### src/rtl/controlador_es_if.sv
// rtl/controlador_es_if.sv - I/O controller bundle between the MIPS core and board I/O
// Purpose: groups the input-wait and print-instruction signals of controlador_es.
// Ports (master = core/board side, slave = controlador_es):
//   Req_Entrada, Entrada_lida[IN_W], Confirma_Entrada, Sinal_Ext   master -> slave
//   Req_Saida, Canal_Saida[CH_W], Dado_Saida[DATA_W]              master -> slave
//   Stall, Dado_Entrada[DATA_W], Entrada_Valida, LED_Wait          slave  -> master
//   Saidas[N_OUT*DATA_W], Saida_Atualizada[N_OUT]                  slave  -> master
interface controlador_es_if #(
  parameter int DATA_W = 32,
  parameter int IN_W   = 16,
  parameter int CH_W   = 1
);
  localparam int N_OUT = 1 << CH_W;

  logic                    Req_Entrada;
  logic [IN_W-1:0]         Entrada_lida;
  logic                    Confirma_Entrada;
  logic                    Sinal_Ext;
  logic                    Req_Saida;
  logic [CH_W-1:0]         Canal_Saida;
  logic [DATA_W-1:0]       Dado_Saida;
  logic                    Stall;
  logic [DATA_W-1:0]       Dado_Entrada;
  logic                    Entrada_Valida;
  logic [N_OUT*DATA_W-1:0] Saidas;
  logic [N_OUT-1:0]        Saida_Atualizada;
  logic                    LED_Wait;

  modport master (
    output Req_Entrada, Entrada_lida, Confirma_Entrada, Sinal_Ext,
    output Req_Saida, Canal_Saida, Dado_Saida,
    input  Stall, Dado_Entrada, Entrada_Valida, Saidas, Saida_Atualizada, LED_Wait
  );

  modport slave (
    input  Req_Entrada, Entrada_lida, Confirma_Entrada, Sinal_Ext,
    input  Req_Saida, Canal_Saida, Dado_Saida,
    output Stall, Dado_Entrada, Entrada_Valida, Saidas, Saida_Atualizada, LED_Wait
  );
endinterface

### src/rtl/controlador_es.sv
// rtl/controlador_es.sv - stall-based input/output controller for the MIPS core
// Purpose: waits for the user button by stalling the core (no clock gating), captures
// and extends the switch value as a one-cycle register-file write, and latches print
// values into N_OUT output channels.
// Optional macro DEBOUNCE_EN: adds a DEB_CYC-cycle stability filter on the button.
// Ports:
//   Clock    rising-edge system clock
//   Reset_n  asynchronous active-low reset
//   io       controlador_es_if.slave bundle (input wait, print, status outputs)
module controlador_es #(
  parameter int DATA_W  = 32,
  parameter int IN_W    = 16,
  parameter int CH_W    = 1,
  parameter int DEB_CYC = 8
) (
  input logic               Clock,
  input logic               Reset_n,
  controlador_es_if.slave   io
);
  localparam int N_OUT = 1 << CH_W;

  typedef enum logic [1:0] {OCIOSO, ESPERA_SOLTAR, ESPERA, ENTREGA} state_t;

  state_t                  state_q, state_d;
  logic                    sync1_q, sync2_q, conf_prev_q;
  logic                    conf_s, press;
  logic [DATA_W-1:0]       ext_val;
  logic [DATA_W-1:0]       dado_entrada_q, dado_entrada_d;
  logic [N_OUT*DATA_W-1:0] saidas_q, saidas_d;
  logic [N_OUT-1:0]        saida_atualizada_q, saida_atualizada_d;

`ifdef DEBOUNCE_EN
  localparam int CNT_W = $clog2(DEB_CYC) + 1;

  logic [CNT_W-1:0] deb_cnt_q, deb_cnt_d, deb_cnt_inc;
  logic             deb_lvl_q, deb_lvl_d;

  // Counter runs only while the synchronised level disagrees with the filtered one;
  // any return to agreement restarts it, so short bounces never flip the level.
  always_comb begin
    deb_cnt_inc = deb_cnt_q + 1'b1;
    deb_cnt_d   = '0;
    deb_lvl_d   = deb_lvl_q;
    if (sync2_q != deb_lvl_q) begin
      if (deb_cnt_inc == CNT_W'(DEB_CYC)) begin
        deb_lvl_d = sync2_q;
      end else begin
        deb_cnt_d = deb_cnt_inc;
      end
    end
  end

  always_ff @(posedge Clock or negedge Reset_n) begin
    if (!Reset_n) begin
      deb_cnt_q <= '0;
      deb_lvl_q <= 1'b1;
    end else begin
      deb_cnt_q <= deb_cnt_d;
      deb_lvl_q <= deb_lvl_d;
    end
  end

  assign conf_s = deb_lvl_q;
`else
  assign conf_s = sync2_q;
`endif

  assign press = conf_s & ~conf_prev_q;

  always_comb begin
    ext_val = '0;
    ext_val[IN_W-1:0] = io.Entrada_lida;
    if (io.Sinal_Ext && io.Entrada_lida[IN_W-1]) begin
      for (int i = IN_W; i < DATA_W; i++) begin
        ext_val[i] = 1'b1;
      end
    end
  end

  always_comb begin
    state_d        = state_q;
    dado_entrada_d = dado_entrada_q;
    case (state_q)
      OCIOSO: begin
        // A button still held from an earlier input must be released first.
        if (io.Req_Entrada) state_d = conf_s ? ESPERA_SOLTAR : ESPERA;
      end
      ESPERA_SOLTAR: begin
        if (!io.Req_Entrada) state_d = OCIOSO;
        else if (!conf_s)    state_d = ESPERA;
      end
      ESPERA: begin
        if (!io.Req_Entrada) begin
          state_d = OCIOSO;
        end else if (press) begin
          state_d        = ENTREGA;
          dado_entrada_d = ext_val;
        end
      end
      default: state_d = OCIOSO;
    endcase

    // Output channels are independent of the input FSM and ignore Stall.
    saidas_d           = saidas_q;
    saida_atualizada_d = '0;
    if (io.Req_Saida) begin
      saidas_d[io.Canal_Saida*DATA_W +: DATA_W] = io.Dado_Saida;
      saida_atualizada_d[io.Canal_Saida]        = 1'b1;
    end
  end

  // Synchroniser and edge history reset high so a button held through reset is not a press.
  always_ff @(posedge Clock or negedge Reset_n) begin
    if (!Reset_n) begin
      state_q            <= OCIOSO;
      sync1_q            <= 1'b1;
      sync2_q            <= 1'b1;
      conf_prev_q        <= 1'b1;
      dado_entrada_q     <= '0;
      saidas_q           <= '0;
      saida_atualizada_q <= '0;
    end else begin
      state_q            <= state_d;
      sync1_q            <= io.Confirma_Entrada;
      sync2_q            <= sync1_q;
      conf_prev_q        <= conf_s;
      dado_entrada_q     <= dado_entrada_d;
      saidas_q           <= saidas_d;
      saida_atualizada_q <= saida_atualizada_d;
    end
  end

  // Stall drops in ENTREGA so the PC advances on the same edge as the register write.
  assign io.Stall            = io.Req_Entrada & (state_q != ENTREGA);
  assign io.Entrada_Valida   = (state_q == ENTREGA);
  assign io.LED_Wait         = (state_q == ESPERA) | (state_q == ESPERA_SOLTAR);
  assign io.Dado_Entrada     = dado_entrada_q;
  assign io.Saidas           = saidas_q;
  assign io.Saida_Atualizada = saida_atualizada_q;
endmodule

### src/flat_wrapper.sv
// flat-port wrapper written by rule: the top's interface ports become plain ports
module controlador_es_flat 
#(
  parameter int DATA_W  = 32,
  parameter int IN_W    = 16,
  parameter int CH_W    = 1,
  parameter int DEB_CYC = 8
)
  (Clock, Reset_n, io_Req_Entrada, io_Entrada_lida, io_Confirma_Entrada, io_Sinal_Ext, io_Req_Saida, io_Canal_Saida, io_Dado_Saida, io_Stall, io_Dado_Entrada, io_Entrada_Valida, io_Saidas, io_Saida_Atualizada, io_LED_Wait);
  controlador_es_if #(.DATA_W(DATA_W), .IN_W(IN_W), .CH_W(CH_W)) io_i ();
  input logic Clock;
  input logic Reset_n;
  input wire logic [$bits(io_i.Req_Entrada)-1:0] io_Req_Entrada;
  input wire logic [$bits(io_i.Entrada_lida)-1:0] io_Entrada_lida;
  input wire logic [$bits(io_i.Confirma_Entrada)-1:0] io_Confirma_Entrada;
  input wire logic [$bits(io_i.Sinal_Ext)-1:0] io_Sinal_Ext;
  input wire logic [$bits(io_i.Req_Saida)-1:0] io_Req_Saida;
  input wire logic [$bits(io_i.Canal_Saida)-1:0] io_Canal_Saida;
  input wire logic [$bits(io_i.Dado_Saida)-1:0] io_Dado_Saida;
  output wire logic [$bits(io_i.Stall)-1:0] io_Stall;
  output wire logic [$bits(io_i.Dado_Entrada)-1:0] io_Dado_Entrada;
  output wire logic [$bits(io_i.Entrada_Valida)-1:0] io_Entrada_Valida;
  output wire logic [$bits(io_i.Saidas)-1:0] io_Saidas;
  output wire logic [$bits(io_i.Saida_Atualizada)-1:0] io_Saida_Atualizada;
  output wire logic [$bits(io_i.LED_Wait)-1:0] io_LED_Wait;
  assign io_i.Req_Entrada = io_Req_Entrada;
  assign io_i.Entrada_lida = io_Entrada_lida;
  assign io_i.Confirma_Entrada = io_Confirma_Entrada;
  assign io_i.Sinal_Ext = io_Sinal_Ext;
  assign io_i.Req_Saida = io_Req_Saida;
  assign io_i.Canal_Saida = io_Canal_Saida;
  assign io_i.Dado_Saida = io_Dado_Saida;
  assign io_Stall = io_i.Stall;
  assign io_Dado_Entrada = io_i.Dado_Entrada;
  assign io_Entrada_Valida = io_i.Entrada_Valida;
  assign io_Saidas = io_i.Saidas;
  assign io_Saida_Atualizada = io_i.Saida_Atualizada;
  assign io_LED_Wait = io_i.LED_Wait;
  controlador_es #(.DATA_W(DATA_W), .IN_W(IN_W), .CH_W(CH_W), .DEB_CYC(DEB_CYC)) u_core (.Clock(Clock), .Reset_n(Reset_n), .io(io_i));
endmodule
### config.mk
export PLATFORM = sky130hd
export DESIGN_NAME = controlador_es_flat
export DESIGN_NICKNAME = d
export VERILOG_FILES = /design/src/rtl/controlador_es_if.sv /design/src/rtl/controlador_es.sv /design/src/flat_wrapper.sv
export SDC_FILE = /design/constraint.sdc
export NUM_CORES = 1
export LEC_CHECK = 0
export CAP_MARGIN = 20
export CORE_ASPECT_RATIO = 1.5
export CORE_MARGIN = 2
export CORE_UTILIZATION = 45
export CTS_CLUSTER_DIAMETER = 200
export DETAILED_ROUTE_END_ITERATION = 10
export GPL_ROUTABILITY_DRIVEN = 0
export MAX_ROUTING_LAYER = met4
export PLACE_DENSITY = 0.93
export SYNTH_ARGS = -nofsm -noshare
export SYNTH_HDL_FRONTEND = slang
export SYNTH_SLANG_ARGS = --single-unit
### constraint.sdc
create_clock -name Clock -period 2.2 [get_ports Clock]
set_input_delay 0.33 -clock Clock [delete_from_list [all_inputs] [get_ports Clock]]
set_output_delay 0.33 -clock Clock [all_outputs]
set_load 0.01 [all_outputs]
==> impl_metrics.toml, run 1 <==
[clock_tree]
clkTransAtPathRegs_ps = 60
numCtsBuffers = 9
cts_tree = "built"
clk_latency_ps = 330
ctsResizeCount = 0
cts_setup_buffers = 0
htree_levels = 3
cts.sink_count = 88
cts_max_path_buffers = 2
cts_root_buf = "clkbuf_16"
ctsHoldBuffers = 0

[floorplan]
dieHeight_um = 112.1
rows = 39
coreArea_mm2 = 0.007564
start_util = 0.4632
die_w_um = 76.04
io_pins = 156
die-area_mm2 = 0.008521

[timing]
whs_ps = -5.677
rsz0062_at_grt = "false"
fin_skew_ps = 8.029
fmax_mhz = 505.0
setup_tns_ps = 0
finalCritPeriodShare = 0.9000
worst_slack_ps = 219.9
slew_headroom = 0.6163
setup_viol = 0
worst_pin_slew_ps = 575.5
drv_slew = 0
hold_violations = 5
period_minus_slack_ps = 1980

[cells_and_area]
num-nets-final = 428
multiInputGateArea_mm2 = 0.001122
fin_util = 0.7170
regArea_mm2 = 0.002206
fin_cells = 475
areaGrowthSynthToFinish_pct = 54.79
layout-drive-gt1-share = 0.2922
fill_cells = 504
antenna_cells = 0

[setup_path]
arrival_ps = 1650
crit_slowest_cell = "clkdlybuf4s50_1"
r2r-end = "u_core.io.Dado_Entrada[9]"
worstRegToRegCells = 4
cp_top_family = "buffers and inverters"
path_cells = "inv_1 > ha_1 > clkdlybuf4s50_1"
end_kind = "output pin"
start_kind = "flip-flop"
reg2reg_from = "u_core.state_q[0]"
rrSetupSlack_ps = 510
crit_type = "flip-flop to output pin"
critPathMaxFanout = 5
critical_path_buf_inv_count = 2
cpPeakStageDelay_ps = 530
critPathRequiredTime_ps = 1870

[routing]
met3WireLength_um = 417
detail-route-antenna-nets = 0
firstDrtPassIters = 2
vias = 2267
drc = 0
routed_wl_um = 8015
dr.max_layer_used = "met4"
route.met2.wl_um = 4543
drt-met1-wl_um = 2854
viasPerCell = 4.773
drt_first_iter_violations = 73
routedWlPerCell_um = 16.87

[worst_hold_path]
hold_class = "input port to asynchronous set/reset pin"

[power_and_ir_drop]
p_sw_frac = 0.2585
peakVddDrop_v = 0.0006329
p_per_area_mw_per_mm2 = 1062
p_int_w = 0.004269
share_comb_of_total_power = 0.328
seq_power_share = 0.382
p_clk_frac = 0.290
p_sw_w = 0.001488
leakage_nw = 2.337

[synthesis]
syn_area_per_cell_um2 = 16.00
ys_warn_count = 0
synth_seq_cells = 88
synthDistinctLibCells = 19
netlist_instances = 219
yosysSeqAreaShare = 0.6296
synth.net_count = 279
synth_area_mm2 = 0.003503

[run_status]
violations = "hold timing"
status = "finished, violations left"

[global_route]
grt_overflow = 0
grt_pass1_wl_um = 12830
grt_pass1_vias = 2598
antenna_found_initial = 0
track_usage = 0.2025
grt_max_degree = 46

[place]
dp_hpwl_um = 6119
dp_cells = 459
dp_slack_ps = 339.2
port_buffers = 155

[job]
maxCapViolations = 0
==> routing by layer <==
metal / up-vias / GRT usage
met5: - / -
met4: 0 / 0.1030
met3: 17 / 0.04502
met2: 95 / 0.3696
met1: 1117 / 0.2011
li1: 1038 / -
==> synthesized netlist by cell type <==
cell type,number,area [um2]
a21o_1,1,7.510
a221oi_1,1,8.760
a22oi_1,1,7.510
buf_2,7,35.03
buf_4,15,112.6
buf_6,1,11.26
dfrtp_1,85,2127
dfstp_2,3,78.83
ha_1,5,62.56
inv_1,5,18.77
mux2_2,72,810.8
mux2_4,8,120.1
mux2i_1,2,20.02
nand2_1,3,11.26
nand2b_1,3,18.77
nand4b_4,1,23.77
nor2_1,2,7.510
o21ai_0,3,15.01
or2_2,1,6.260
==> layout by cell type (no fill, tap or decap) <==
cell type and n:
clkdlybuf4s50_1 154, dfrtp_1 85, mux2_2 72, clkbuf_16 9, mux2_4 8, buf_4 6, inv_1 5, ha_1 5
nand2_1 3, o21ai_0 3, clkbuf_8 3, dfstp_2 3, nor2_1 2, nand2b_1 2, mux2i_1 2, bufinv_16 2
clkinvlp_4 2, nand2b_2 1, nand4b_4 1, a22oi_1 1, or2_2 1, a221oi_1 1, a21o_1 1, buf_12 1
==> state kept, by name (all words and copies together) (netlist names) <==
register	cells
u_core.sync1_q	1
u_core.conf_s	1
u_core.io.Saidas	64
u_core.io.Saida_Atualizada	2
u_core.state_q	2
u_core.io.Dado_Entrada	17
u_core.conf_prev_q	1
==> worst max-delay path by stage <==
stage | slack (ps) | start | cells past startpoint | to
after floorplan | 700 | u_core.state_q[0] | 5 | u_core.io.Dado_Entrada[10]
after global placement | 370 | io_Req_Entrada | 4 | io_Stall
after detailed placement | 340 | io_Req_Entrada | 4 | u_core.io.Dado_Entrada[8]
after CTS | 200 | u_core.state_q[1] | 3 | io_LED_Wait
after global routing | 150 | u_core.state_q[0] | 3 | io_LED_Wait
final | 220 | u_core.state_q[1] | 3 | io_LED_Wait
==> final cells by class <==
cell class                 instances  area share
sequential                        88      0.4068
multi-input combinational        103      0.2070
tap                              102     0.02353
clock buffer                      12     0.04915
inverter                           5    0.003461
clock inverter                     4     0.01384
timing repair buffer             161      0.2963
==> logic make-up after synthesis <==
logic type      synth area share
compound gates           0.01107
mux                       0.2714
fa+ha+maj                0.01786
flops                     0.6296
buf+inv                  0.05071
simple gates             0.01929
==> stage by stage <==
step | area (um2) | hold WS [ps] | power, W
2_1_floorplan | 3503 | 34.41 | 0.003079
3_3_place_gp | 5081 | 346.0 | 0.004042
3_5_place_dp | 5081 | 358.0 | 0.004137
4_1_cts | 5423 | 6.797 | 0.005831
5_1_grt | 5423 | 29.64 | 0.006011
6_report | 5423 | -5.677 | 0.005757
==> power groups by stage <==
stage | logic (W) | registers, W | clock network, W
floorplan | 0.000730 | 0.00235 | 0
global placement | 0.00184 | 0.00220 | 0
detailed placement | 0.00191 | 0.00223 | 0
CTS | 0.00192 | 0.00220 | 0.00171
global route | 0.00199 | 0.00225 | 0.00177
finish | 0.00189 | 0.00220 | 0.00167
No activity file was read; power rests on OpenSTA's default activity.
==> inputs of run 2 (changes only) <==
CORE_ASPECT_RATIO = default   (was 1.5)
==> impl_metrics.toml, run 2 (synthesized netlist as in run 1, its figures left out) <==
[run_status]
status = "finished, violations left"
violations = "hold timing"

[setup_path]
arrival_ps = 1660
crit_type = "flip-flop to output pin"
end_kind = "output pin"
critPathMaxFanout = 5
critPathRequiredTime_ps = 1870
start_kind = "flip-flop"

[clock_tree]
cts_setup_buffers = 0
cts_root_buf = "clkbuf_8"
cts_max_path_buffers = 2
cts_tree = "built"
ctsResizeCount = 0
clkTransAtPathRegs_ps = 80
ctsHoldBuffers = 0
numCtsBuffers = 9
cts.sink_count = 88
clk_latency_ps = 340
htree_levels = 3

[cells_and_area]
antenna_cells = 0
areaGrowthSynthToFinish_pct = 51.21
fill_cells = 565
layout-drive-gt1-share = 0.2865
layout_common_cells = "clkdlybuf4s50_1 (154), dfrtp_1 (85), mux2_2 (72), clkbuf_8 (10), mux2_4 (8)"
num-nets-final = 426
layout.cells.most_common = "clkdlybuf4s50_1"
largest_reg_flops = 64

[routing]
detail-route-antenna-nets = 0
routed_wl_um = 7663
drc = 0
dr.max_layer_used = "met4"
route.met2.wl_um = 4005
viasPerCell = 4.888
drt-met1-wl_um = 3069
firstDrtPassIters = 4
met3WireLength_um = 462
vias = 2307
drt_first_iter_violations = 29
routedWlPerCell_um = 16.24

[floorplan]
io_pins = 156
die_w_um = 92.24
rows = 32
start_util = 0.4581
dieHeight_um = 92.24
coreArea_mm2 = 0.007647
die-area_mm2 = 0.008507

[timing]
setup_viol = 0
worst_slack_ps = 208.9
hold_violations = 1
period_minus_slack_ps = 1991
setup_tns_ps = 0
rsz0062_at_grt = "false"
worst_pin_slew_ps = 605.4
drv_slew = 0
slew_headroom = 0.5964
fin_skew_ps = 8.161
finalCritPeriodShare = 0.9051
whs_ps = -4.851
fmax_mhz = 502.2

[global_route]
grt_pass1_wl_um = 12330
track_usage = 0.1923
antenna_found_initial = 0
grt_pass1_vias = 2483
grt_overflow = 0
grt_max_degree = 49

[power_and_ir_drop]
leakage_nw = 2.281
peakVddDrop_v = 0.0006694
p_total_w = 0.005271
p_per_area_mw_per_mm2 = 995.1

[place]
port_buffers = 155
dp_slack_ps = 229.7
dp_hpwl_um = 5833

[job]
maxCapViolations = 0

[worst_hold_path]
hold_class = "input port to asynchronous set/reset pin"
[run 2: routing by layer]
layer / vias up / GRT usage
met3: 13 / 0.04191
li1: 1031 / -
met4: 0 / 0.05970
met2: 111 / 0.3376
met1: 1152 / 0.2210
met5: - / -
[run 2: final timing paths]
kind                                    from                   endpoint  slack, ps  cells after the start
max                        u_core.state_q[0]                io_LED_Wait        210                      3
min                                  Reset_n  u_core.io.Dado_Entrada[0]         -5                      1
max reg2reg                u_core.state_q[0]  u_core.io.Dado_Entrada[9]        480                      4
min reg2reg                   u_core.sync1_q              u_core.conf_s        360                      0
max in group asynchronous            Reset_n             u_core.sync1_q       1500                      2
min in group Clock            u_core.sync1_q              u_core.conf_s        360                      0
[run 2: layout make-up]
type,count,area [um2],share of cell area
Clock inverter,5,81.33,0.01535
Timing Repair Buffer,159,1604,0.3028
Tap cell,102,127.6,0.02409
Multi-Input combinational cell,103,1122,0.2119
Clock buffer,10,137.6,0.02598
Sequential cell,88,2206,0.4164
Inverter,5,18.77,0.003543
[run 2: stage by stage]
step | hold slack, ps | utilization | cell area, um2 | cells
floorplan | 34.41 | - | 3503 | 219
global placement | 346.4 | 0.6641 | 5079 | 457
detailed placement | 348.2 | 0.6641 | 5079 | 457
CTS | 8.668 | 0.6927 | 5298 | 472
global route | 35.28 | 0.6927 | 5298 | 472
finish | -4.851 | 0.6927 | 5298 | 472
[run 2: worst max-delay path: stages (launching register included)]
cell and delay (ps):
dfrtp_1 430, inv_1 90, ha_1 280, clkdlybuf4s50_1 530
[run 2: power breakdown]
group	leakage, nW	switching (W)	internal [W]
clock	0.108	0.000538	0.000665
sequential	1.04	0.000222	0.00197
combinational	1.13	0.000670	0.00121
